$ cat src/rtl/tx_filt_seq.sv
// tx_filt_seq -- time-multiplexed symmetric FIR for TX pulse shaping.
//
// One pre-adder and one 18x18 multiplier are shared across the NCOEF
// coefficient pairs. A sample is accepted over a valid/ready handshake.
// The block then runs NCOEF multiply-accumulate cycles and presents the
// result on a valid/ready output. The coefficient table can be reloaded
// through the cfg_* port while the block is idle.
//
// Optional feature: define TX_FILT_SAT_EN to saturate the result to the
// 18-bit range and report clamping on ovf. When it is undefined, the result
// wraps and ovf is held at 0.
//
// Ports:
//   clk        clock
//   reset      synchronous active-high reset
//   x_in       input sample, 1s17
//   in_valid   x_in valid
//   in_ready   block can accept a sample this cycle
//   y          filter output, 18-bit two's complement
//   out_valid  y valid
//   out_ready  downstream accepts y
//   cfg_we     coefficient write strobe (honoured only in IDLE)
//   cfg_addr   coefficient index
//   cfg_data   coefficient value, 0s18 signed
//   busy       high in MAC or OUT state
//   ovf        saturation flag, registered with y
module tx_filt_seq #(
  parameter  int NTAPS = 21,
  parameter  int ACC_W = 22,
  localparam int NCOEF = (NTAPS + 1) / 2,
  localparam int AW    = $clog2(NCOEF)
) (
  input  logic               clk,
  input  logic               reset,
  input  logic signed [17:0] x_in,
  input  logic               in_valid,
  output logic               in_ready,
  output logic signed [17:0] y,
  output logic               out_valid,
  input  logic               out_ready,
  input  logic               cfg_we,
  input  logic [AW-1:0]      cfg_addr,
  input  logic signed [17:0] cfg_data,
  output logic               busy,
  output logic               ovf
);

  localparam int XW = $clog2(NTAPS);

  // Default table for the 21-tap shaper; any other length starts at zero.
  function automatic logic signed [17:0] coef_default(input int idx);
    logic signed [17:0] v;
    v = '0;
    if (NTAPS == 21) begin
      case (idx)
        0:       v = 18'sd67;
        1:       v = 18'sd1261;
        2:       v = 18'sd1793;
        3:       v = -18'sd81;
        4:       v = -18'sd4311;
        5:       v = -18'sd7524;
        6:       v = -18'sd4326;
        7:       v = 18'sd8596;
        8:       v = 18'sd28599;
        9:       v = 18'sd47153;
        10:      v = 18'sd54721;
        default: v = '0;
      endcase
    end
    return v;
  endfunction

  typedef enum logic [1:0] {
    S_IDLE = 2'd0,
    S_MAC  = 2'd1,
    S_OUT  = 2'd2
  } state_t;

  state_t                    r_state;
  logic [AW-1:0]             r_k;
  logic signed [ACC_W-1:0]   r_acc;
  logic signed [17:0]        r_y;
  logic                      r_out_valid;
  logic                      r_ovf;

  logic signed [17:0]        w_x [NTAPS];
  logic signed [17:0]        w_b [NCOEF];
  logic                      w_accept;
  logic                      w_cfg_wr;
  logic                      w_last;
  logic [XW-1:0]             w_mirror;
  logic signed [17:0]        w_pair;
  logic signed [17:0]        w_coef;
  logic signed [35:0]        w_prod;
  logic signed [ACC_W-1:0]   w_term;
  logic signed [ACC_W-1:0]   w_acc_sum;
  logic signed [17:0]        w_y_final;
  logic                      w_sat;
  logic                      w_unused;

  assign in_ready  = (r_state == S_IDLE) & ~cfg_we & ~reset;
  assign busy      = (r_state != S_IDLE);
  assign y         = r_y;
  assign out_valid = r_out_valid;
  assign ovf       = r_ovf;

  assign w_accept = in_valid & in_ready;
  // Extra address bit so the bound check still works when NCOEF is a power of two.
  assign w_cfg_wr = (r_state == S_IDLE) & cfg_we &
                    ({1'b0, cfg_addr} < (AW + 1)'(NCOEF));

  // Delay line: shifts only on an accepted sample; the new sample enters halved.
  for (genvar gi = 0; gi < NTAPS; gi++) begin : g_tap
    logic signed [17:0] r_tap;
    if (gi == 0) begin : g_head
      always_ff @(posedge clk) begin
        if (reset)
          r_tap <= '0;
        else if (w_accept)
          r_tap <= {x_in[17], x_in[17:1]};
      end
    end else begin : g_body
      always_ff @(posedge clk) begin
        if (reset)
          r_tap <= '0;
        else if (w_accept)
          r_tap <= w_x[gi-1];
      end
    end
    assign w_x[gi] = r_tap;
  end

  // Coefficient table, reloaded to defaults on reset.
  for (genvar gi = 0; gi < NCOEF; gi++) begin : g_coef
    logic signed [17:0] r_coef;
    always_ff @(posedge clk) begin
      if (reset)
        r_coef <= coef_default(gi);
      else if (w_cfg_wr && (cfg_addr == AW'(gi)))
        r_coef <= cfg_data;
    end
    assign w_b[gi] = r_coef;
  end

  // Shared pre-adder and multiplier. The centre tap has no partner.
  assign w_last   = (r_k == AW'(NCOEF - 1));
  assign w_mirror = XW'(NTAPS - 1) - XW'(r_k);

  always_comb begin
    w_pair = '0;
    if (w_last)
      w_pair = w_x[NCOEF-1];
    else
      w_pair = w_x[XW'(r_k)] + w_x[w_mirror];
    w_coef = w_b[r_k];
  end

  assign w_prod    = 36'(w_pair) * 36'(w_coef);
  assign w_term    = {{(ACC_W - 18){w_prod[34]}}, w_prod[34:17]};
  assign w_acc_sum = r_acc + w_term;

`ifdef TX_FILT_SAT_EN
  localparam logic signed [ACC_W-1:0] SAT_MAX = ACC_W'(131071);
  localparam logic signed [ACC_W-1:0] SAT_MIN = -ACC_W'(131072);

  always_comb begin
    w_sat     = 1'b0;
    w_y_final = w_acc_sum[17:0];
    if (w_acc_sum > SAT_MAX) begin
      w_sat     = 1'b1;
      w_y_final = 18'h1FFFF;
    end else if (w_acc_sum < SAT_MIN) begin
      w_sat     = 1'b1;
      w_y_final = 18'h20000;
    end
  end
`else
  assign w_sat     = 1'b0;
  assign w_y_final = w_acc_sum[17:0];
`endif

  // The product keeps only bits 34:17, and the input LSB is dropped by the halving.
  assign w_unused = ^{w_prod[35], w_prod[16:0], x_in[0]};

  always_ff @(posedge clk) begin
    if (reset) begin
      r_state     <= S_IDLE;
      r_k         <= '0;
      r_acc       <= '0;
      r_y         <= '0;
      r_out_valid <= 1'b0;
      r_ovf       <= 1'b0;
    end else begin
      case (r_state)
        S_IDLE: begin
          if (w_accept) begin
            r_k     <= '0;
            r_acc   <= '0;
            r_state <= S_MAC;
          end
        end
        S_MAC: begin
          r_acc <= w_acc_sum;
          r_k   <= r_k + 1'b1;
          // The final value uses the last product directly, so y is ready after NCOEF cycles.
          if (w_last) begin
            r_y         <= w_y_final;
            r_ovf       <= w_sat;
            r_out_valid <= 1'b1;
            r_state     <= S_OUT;
          end
        end
        S_OUT: begin
          if (out_ready) begin
            r_out_valid <= 1'b0;
            r_state     <= S_IDLE;
          end
        end
        default: r_state <= S_IDLE;
      endcase
    end
  end

endmodule

$ cat config.mk
export PLATFORM = sky130hd
export DESIGN_NAME = tx_filt_seq
export DESIGN_NICKNAME = d
export VERILOG_FILES = /design/src/rtl/tx_filt_seq.sv
export SDC_FILE = /design/constraint.sdc
export NUM_CORES = 2
export LEC_CHECK = 0
export CAP_MARGIN = 20
export CORE_MARGIN = 2
export CORE_UTILIZATION = 60
export DETAILED_ROUTE_END_ITERATION = 10
export PLACE_DENSITY = 0.77
export SLEW_MARGIN = 30
export SYNTH_ARGS = -nofsm -noshare
export SYNTH_HDL_FRONTEND = slang
export SYNTH_SLANG_ARGS = --single-unit
$ cat constraint.sdc
create_clock -name clk -period 15.3 [get_ports clk]
set_input_delay 1.53 -clock clk [delete_from_list [all_inputs] [get_ports clk]]
set_output_delay 1.53 -clock clk [all_outputs]
set_load 0.01 [all_outputs]
==> Word-level counts from Yosys, hierarchy flattened <==
Cells that the tools add are included.
{ "totals": {"output_inout_bits": 22, "word_cells": 113, "ff_bits": 602} }
{ "classes": {"bitwise": 10, "n_addsub": 4, "mux": 21, "mul": 1, "eq_ne": 16, "reduce_logical": 20, "magnitude_cmp": 4} }
{ "ops": {"columns": ["op", "n"], "rows": [
  ["binary-select mux 18 bit (select 5 bit)", 2],
  ["2-to-1 mux 18 bit", 7],
  ["binary-select mux 18 bit (select 4 bit)", 1],
  ["one-hot mux 22 bit (2 select lines)", 1],
  ["multiplier 18 x 18 -> 35 bit", 1],
  ["adder 22 x 18 -> 22 bit", 1],
  ["2-to-1 mux 22 bit", 1],
  ["adder 18 bit", 1],
  ["== test 4 x 3 -> 1 bit (second input constant)", 4],
  ["== test 4 bit (second input constant)", 4],
  [">= comparator 6 bit (second input constant)", 2],
  ["logical AND 1 bit", 11],
  ["== test 4 x 2 -> 1 bit (second input constant)", 2],
  ["one-hot mux 4 bit (2 select lines)", 1],
  ["2-to-1 mux 2 bit", 3],
  ["inequality test 2 bit (second input constant)", 3],
  ["NOT 4 -> 6 bit", 1],
  ["NOT 5 -> 6 bit", 1],
  ["one-hot mux 2 bit (3 select lines)", 1],
  ["AND reduction 3 bit", 2],
  ["nonzero test 2 bit", 3],
  ["AND 1 bit", 5],
  [">= comparator 5 bit (second input constant)", 1],
  ["NOT 4 -> 5 bit", 1],
  ["13 further kinds", 16]
]} }

==> Logic depth before layout (Yosys ltp) <==
{ "depth": {"word_depth": 10, "ltp_mapped": 62} }

==> Least setup slack after synthesis <==
OpenSTA, ideal clock, no wires.
{ "synth_path": {"path_kind": "flip-flop to flip-flop", "start": "register r_k[1]", "end": "register r_y[17] (netlist: y[17])", "arrival_ns": 13.721, "stages_incl_launch_ff": 56, "period_less_slack_ns": 13.861, "path_buffers": 7, "required_time_ns": 15.160, "slack_ns": 1.439, "cell_sequence": "dfxtp_1 -> buf_2 -> buf_1 -> clkbuf_1 -> buf_1 -> buf_2 -> buf_2 -> inv_1 -> ha_1 -> xor2_1 -> clkbuf_1 -> mux4_2 -> nand2_1 -> o21ai_0 -> ha_1 -> fa_1 -> a21o_1 -> a21oi_1 -> (+20 left out) -> ha_1 -> a21oi_1 -> o21ai_0 -> o31ai_1 -> o21ai_0 -> a21oi_1 -> xnor2_1 -> ha_1 -> a21o_1 -> a21o_1 -> a2111oi_0 -> o31ai_1 -> a21oi_1 -> o311ai_0 -> o41ai_1 -> xnor2_1 -> xnor2_1 -> a211oi_1"} }
{ "synth_via": {"elab_chain_len": 9} }
{ "synth_lines": {"columns": ["element", "line_no", "rtl"], "rows": [
  ["start: declaration", "80", "logic [AW-1:0] r_k;"],
  ["start signal: assignment", "204", "r_k <= r_k + 1'b1;"],
  ["subtractor 5 x 4 -> 5 bit", "147", "assign w_mirror = XW'(NTAPS - 1) - XW'(r_k);"],
  ["NOT 5 -> 6 bit (not written as such)", "154", "w_pair = w_x[XW'(r_k)] + w_x[w_mirror];"],
  ["binary-select mux 18 bit (select 5 bit)", "154", null],
  ["2-to-1 mux 18 bit (not written as such) (2 in a row)", "154", null],
  ["adder 18 bit", "154", null],
  ["2-to-1 mux 18 bit", "151", "if (w_last)"],
  ["multiplier 18 x 18 -> 35 bit", "158", "assign w_prod = 36'(w_pair) * 36'(w_coef);"],
  ["adder 22 x 18 -> 22 bit", "160", "assign w_acc_sum = r_acc + w_term;"],
  ["end signal: assignment", "207", "r_y <= w_y_final;"],
  ["end: declaration", "82", "logic signed [17:0] r_y;"]
]} }
Several ways; a longest one is shown, not always the timed one. The select of a mux whose other input is x is not followed.
A chain may end at the register's enable or synchronous reset.

==> Final worst setup path <==
Same ends and word-level chain as after synthesis.

==> impl_metrics.py <==
metrics = {
    "status": {
        "status": "finished clean",
    },
    "critical_path": {
        "crit_path_top_delay_cell": "dfxtp_4",
        "crit_arrival_ns": 14.12,
        "cp-start-kind": "flop",
        "crit_type": "flop to flop",
        "crit_required_ns": 15.77,
        "slowest_delay_ns": 0.72,
        "timing.critical_path.buf_inv": 8,
        "cp_max_fo": 35,
        "cp_top_family": "adder cells",
        "cp-end-kind": "flop",
    },
    "drt": {
        "drtPass1Iterations": 6,
        "wl_um": 102000,
        "drt-initial-drc-count": 2859,
        "drc": 0,
        "wire_per_inst_um": 18.5,
        "viasPerCell": 5.93,
        "ant_nets": 0,
        "route.vias.total": 32767,
    },
    "logic_synthesis": {
        "ys_warn_count": 0,
        "ys_ff_latch": 598,
        "synth_top_flop_cell": "dfxtp_1",
        "synthCells": 4722,
        "seq_area_frac_synth_pct": 29.6,
        "synth_top_area_share_pct": 29.6,
        "synth_nets": 5209,
        "avgSynthCellArea_um2": 8.56,
        "synth_top_cell_by_area": "dfxtp_1",
        "synth_edf_count": 0,
        "synth_top_cells_by_count": "1,303 x nand2_1, 598 x dfxtp_1, 574 x a21oi_1",
        "async_flop_share_pct": 0,
        "yosys-top-cells-area": "dfxtp_1 30%, fa_1 16%, nand2_1 12%",
        "syn-cell-area_um2": 40400,
        "synth_most_common_cell": "nand2_1",
        "ys_types": 74,
    },
    "final_layout": {
        "area_growth_pct": 8.47,
        "multi_input_area_um2": 25900,
        "utilization_pct": 65.5,
        "drive_above_1_share_pct": 9.35,
        "regArea_um2": 12000,
        "nFillCells": 5448,
        "layout.nets": 5091,
    },
    "run": {
        "drv_cap": 0,
    },
    "grt": {
        "grt_pass1_wl_um": 166000,
        "track_usage_pct": 29.5,
        "grt_max_degree": 235,
        "grt_pass1_vias": 32330,
        "grt-ovfl-total": 0,
        "antenna_found_initial": 6,
    },
    "cts": {
        "cts_repair_resize_count": 0,
        "cts_tree": "done",
        "ctsHoldBuffers": 0,
        "post_cts_buffers": 0,
        "insertion_delay_ns": 0.63,
        "numCtsBuffers": 66,
        "clock-sinks": 598,
        "ctsRootBufferMaster": "clkbuf_16",
        "clkTransAtPathRegs_ns": 0.06,
        "clockBufferDepth": 3,
        "cts-htree-levels": 3,
    },
    "sta": {
        "setup_violations": 0,
        "post-route-period-util_pct": 89.2,
        "worstMarginPinSlew_ns": 1.04,
        "hold_viol": 0,
        "relSlewSlack_pct": 30.9,
        "slew_viol_final": 0,
        "tns_ns": 0,
        "clock_skew_ns": 0.0197,
        "fmax_ghz": 0.0733,
        "worst_slack_ns": 1.65,
        "grt_setup_unrepaired": "no",
        "fin_crit_ns": 13.65,
    },
    "floorplanning": {
        "die-area_um2": 69500,
        "fp.dieW_um": 264,
        "io_pins": 67,
        "core_area_um2": 66900,
        "initial_core_util_pct": 60.4,
        "die-height_um": 264,
        "rows": 95,
    },
    "placed_design": {
        "routabilityCongestion": 0.890,
        "pre_cts_ws_ns": 1.50,
        "io_buffers": 64,
        "place_hpwl_um": 67500,
    },
    "worst_hold_path": {
        "hp-class": "flop to flop",
    },
    "power": {
        "p_int_mw": 3.05,
        "p_sw_mw": 1.54,
        "combPwrFrac_pct": 30.6,
        "p_seq_share_pct": 34.9,
        "p_total_mw": 4.59,
        "p_leak_nw": 17.1,
        "clkPwrFrac_pct": 34.6,
        "cellPowerDensity_nw_per_um2": 105,
        "ir_worst_vdd_mv": 0.0911,
        "sw_frac_of_total_pct": 33.6,
    },
}
==> final timing paths <==
kind              startpoint    end  slack, ns  cells after the start
setup reg to reg      r_k[1]  y[17]       1.65                     49
hold reg to reg         y[0]   y[0]       0.45                      2
setup / recovery      r_k[1]  y[17]       1.65                     49
hold / removal          y[0]   y[0]       0.45                      2
==> flip-flops by register name, indices dropped and copies added, names as in the netlist <==
signal         cells
g_tap.r_tap      357
r_k                4
g_coef.r_coef    198
r_state            2
r_acc             18
y                 18
out_valid          1
==> cell families after synthesis <==
| logic type | synth area share [%] |
|---|---|
| AO/OA/AOI/OAI | 11.2 |
| multiplexers | 12.5 |
| other | 0.00928 |
| flip-flops | 29.6 |
| adder cells (fa/ha/maj) | 19.6 |
| XOR/XNOR | 1.43 |
| AND/OR/NAND/NOR | 18.9 |
| buffers and inverters | 6.65 |
==> worst register-to-register path, delay by kind of cell (launching register included) <==
kind / cells / cell delay [ns]
AOI/OAI and AO/OA: 18 / 4.58
xor gates and xnor gates: 4 / 0.82
adders and majority gates: 11 / 5.00
buffers and inverters: 8 / 0.73
DFF: 1 / 0.72
muxes: 3 / 1.22
and+or+nand+nor: 5 / 0.44
==> layout make-up <==
type                            count  share of cell area, %
Antenna cell                        4                 0.0228
Clock buffer                       93                   4.32
Clock inverter                     23                  0.611
Inverter                          383                   3.28
Multi-Input combinational cell   3420                   59.0
Sequential cell                   598                   27.3
Tap cell                          873                   2.49
Timing Repair Buffer              135                   2.91
==> layout by cell type (no fill, tap or decap), types with 31 or more instances in the layout <==
cell type	n
ha_1	123
inv_1	382
nand2_1	1302
nand2b_1	63
xnor2_1	52
o21ai_0	73
nor2b_1	31
clkbuf_16	66
dfxtp_1	595
nor2_1	265
fa_1	318
clkdlybuf4s50_1	63
nand3b_1	81
buf_4	63
mux2i_1	62
mux4_2	191
a21oi_1	574
==> power by group through the flow <==
stage | combinational (mW) | sequential (mW) | clock (mW)
2_1_floorplan | 1.07 | 1.63 | 0
3_3_place_gp | 1.35 | 1.63 | 0
3_5_place_dp | 1.39 | 1.64 | 0
4_1_cts | 1.40 | 1.60 | 1.61
5_1_grt | 1.59 | 1.60 | 1.67
6_report | 1.40 | 1.60 | 1.59
==> metrics by stage <==
step                hold slack [ns]  std cells  cell area, um^2
global route                  0.466       5529            43800
floorplan                     0.432       4722            40400
finish                        0.450       5529            43800
detailed placement            0.446       5407            41600
CTS                           0.453       5523            43800
global placement              0.439       5407            41600
==> routing by layer <==
| metal | GRT usage, % | share of wire (%) | up-vias |
|---|---|---|---|
| met2 | 49.4 | 49 | 1219 |
| met3 | 4.18 | 7.0 | 263 |
| met4 | 13.2 | 4.1 | 2 |
| met1 | 38.3 | 40 | 16021 |
| li1 | - | - | 15262 |
| met5 | 0 | 0.011 | - |
(Power assumes the default switching activity.)
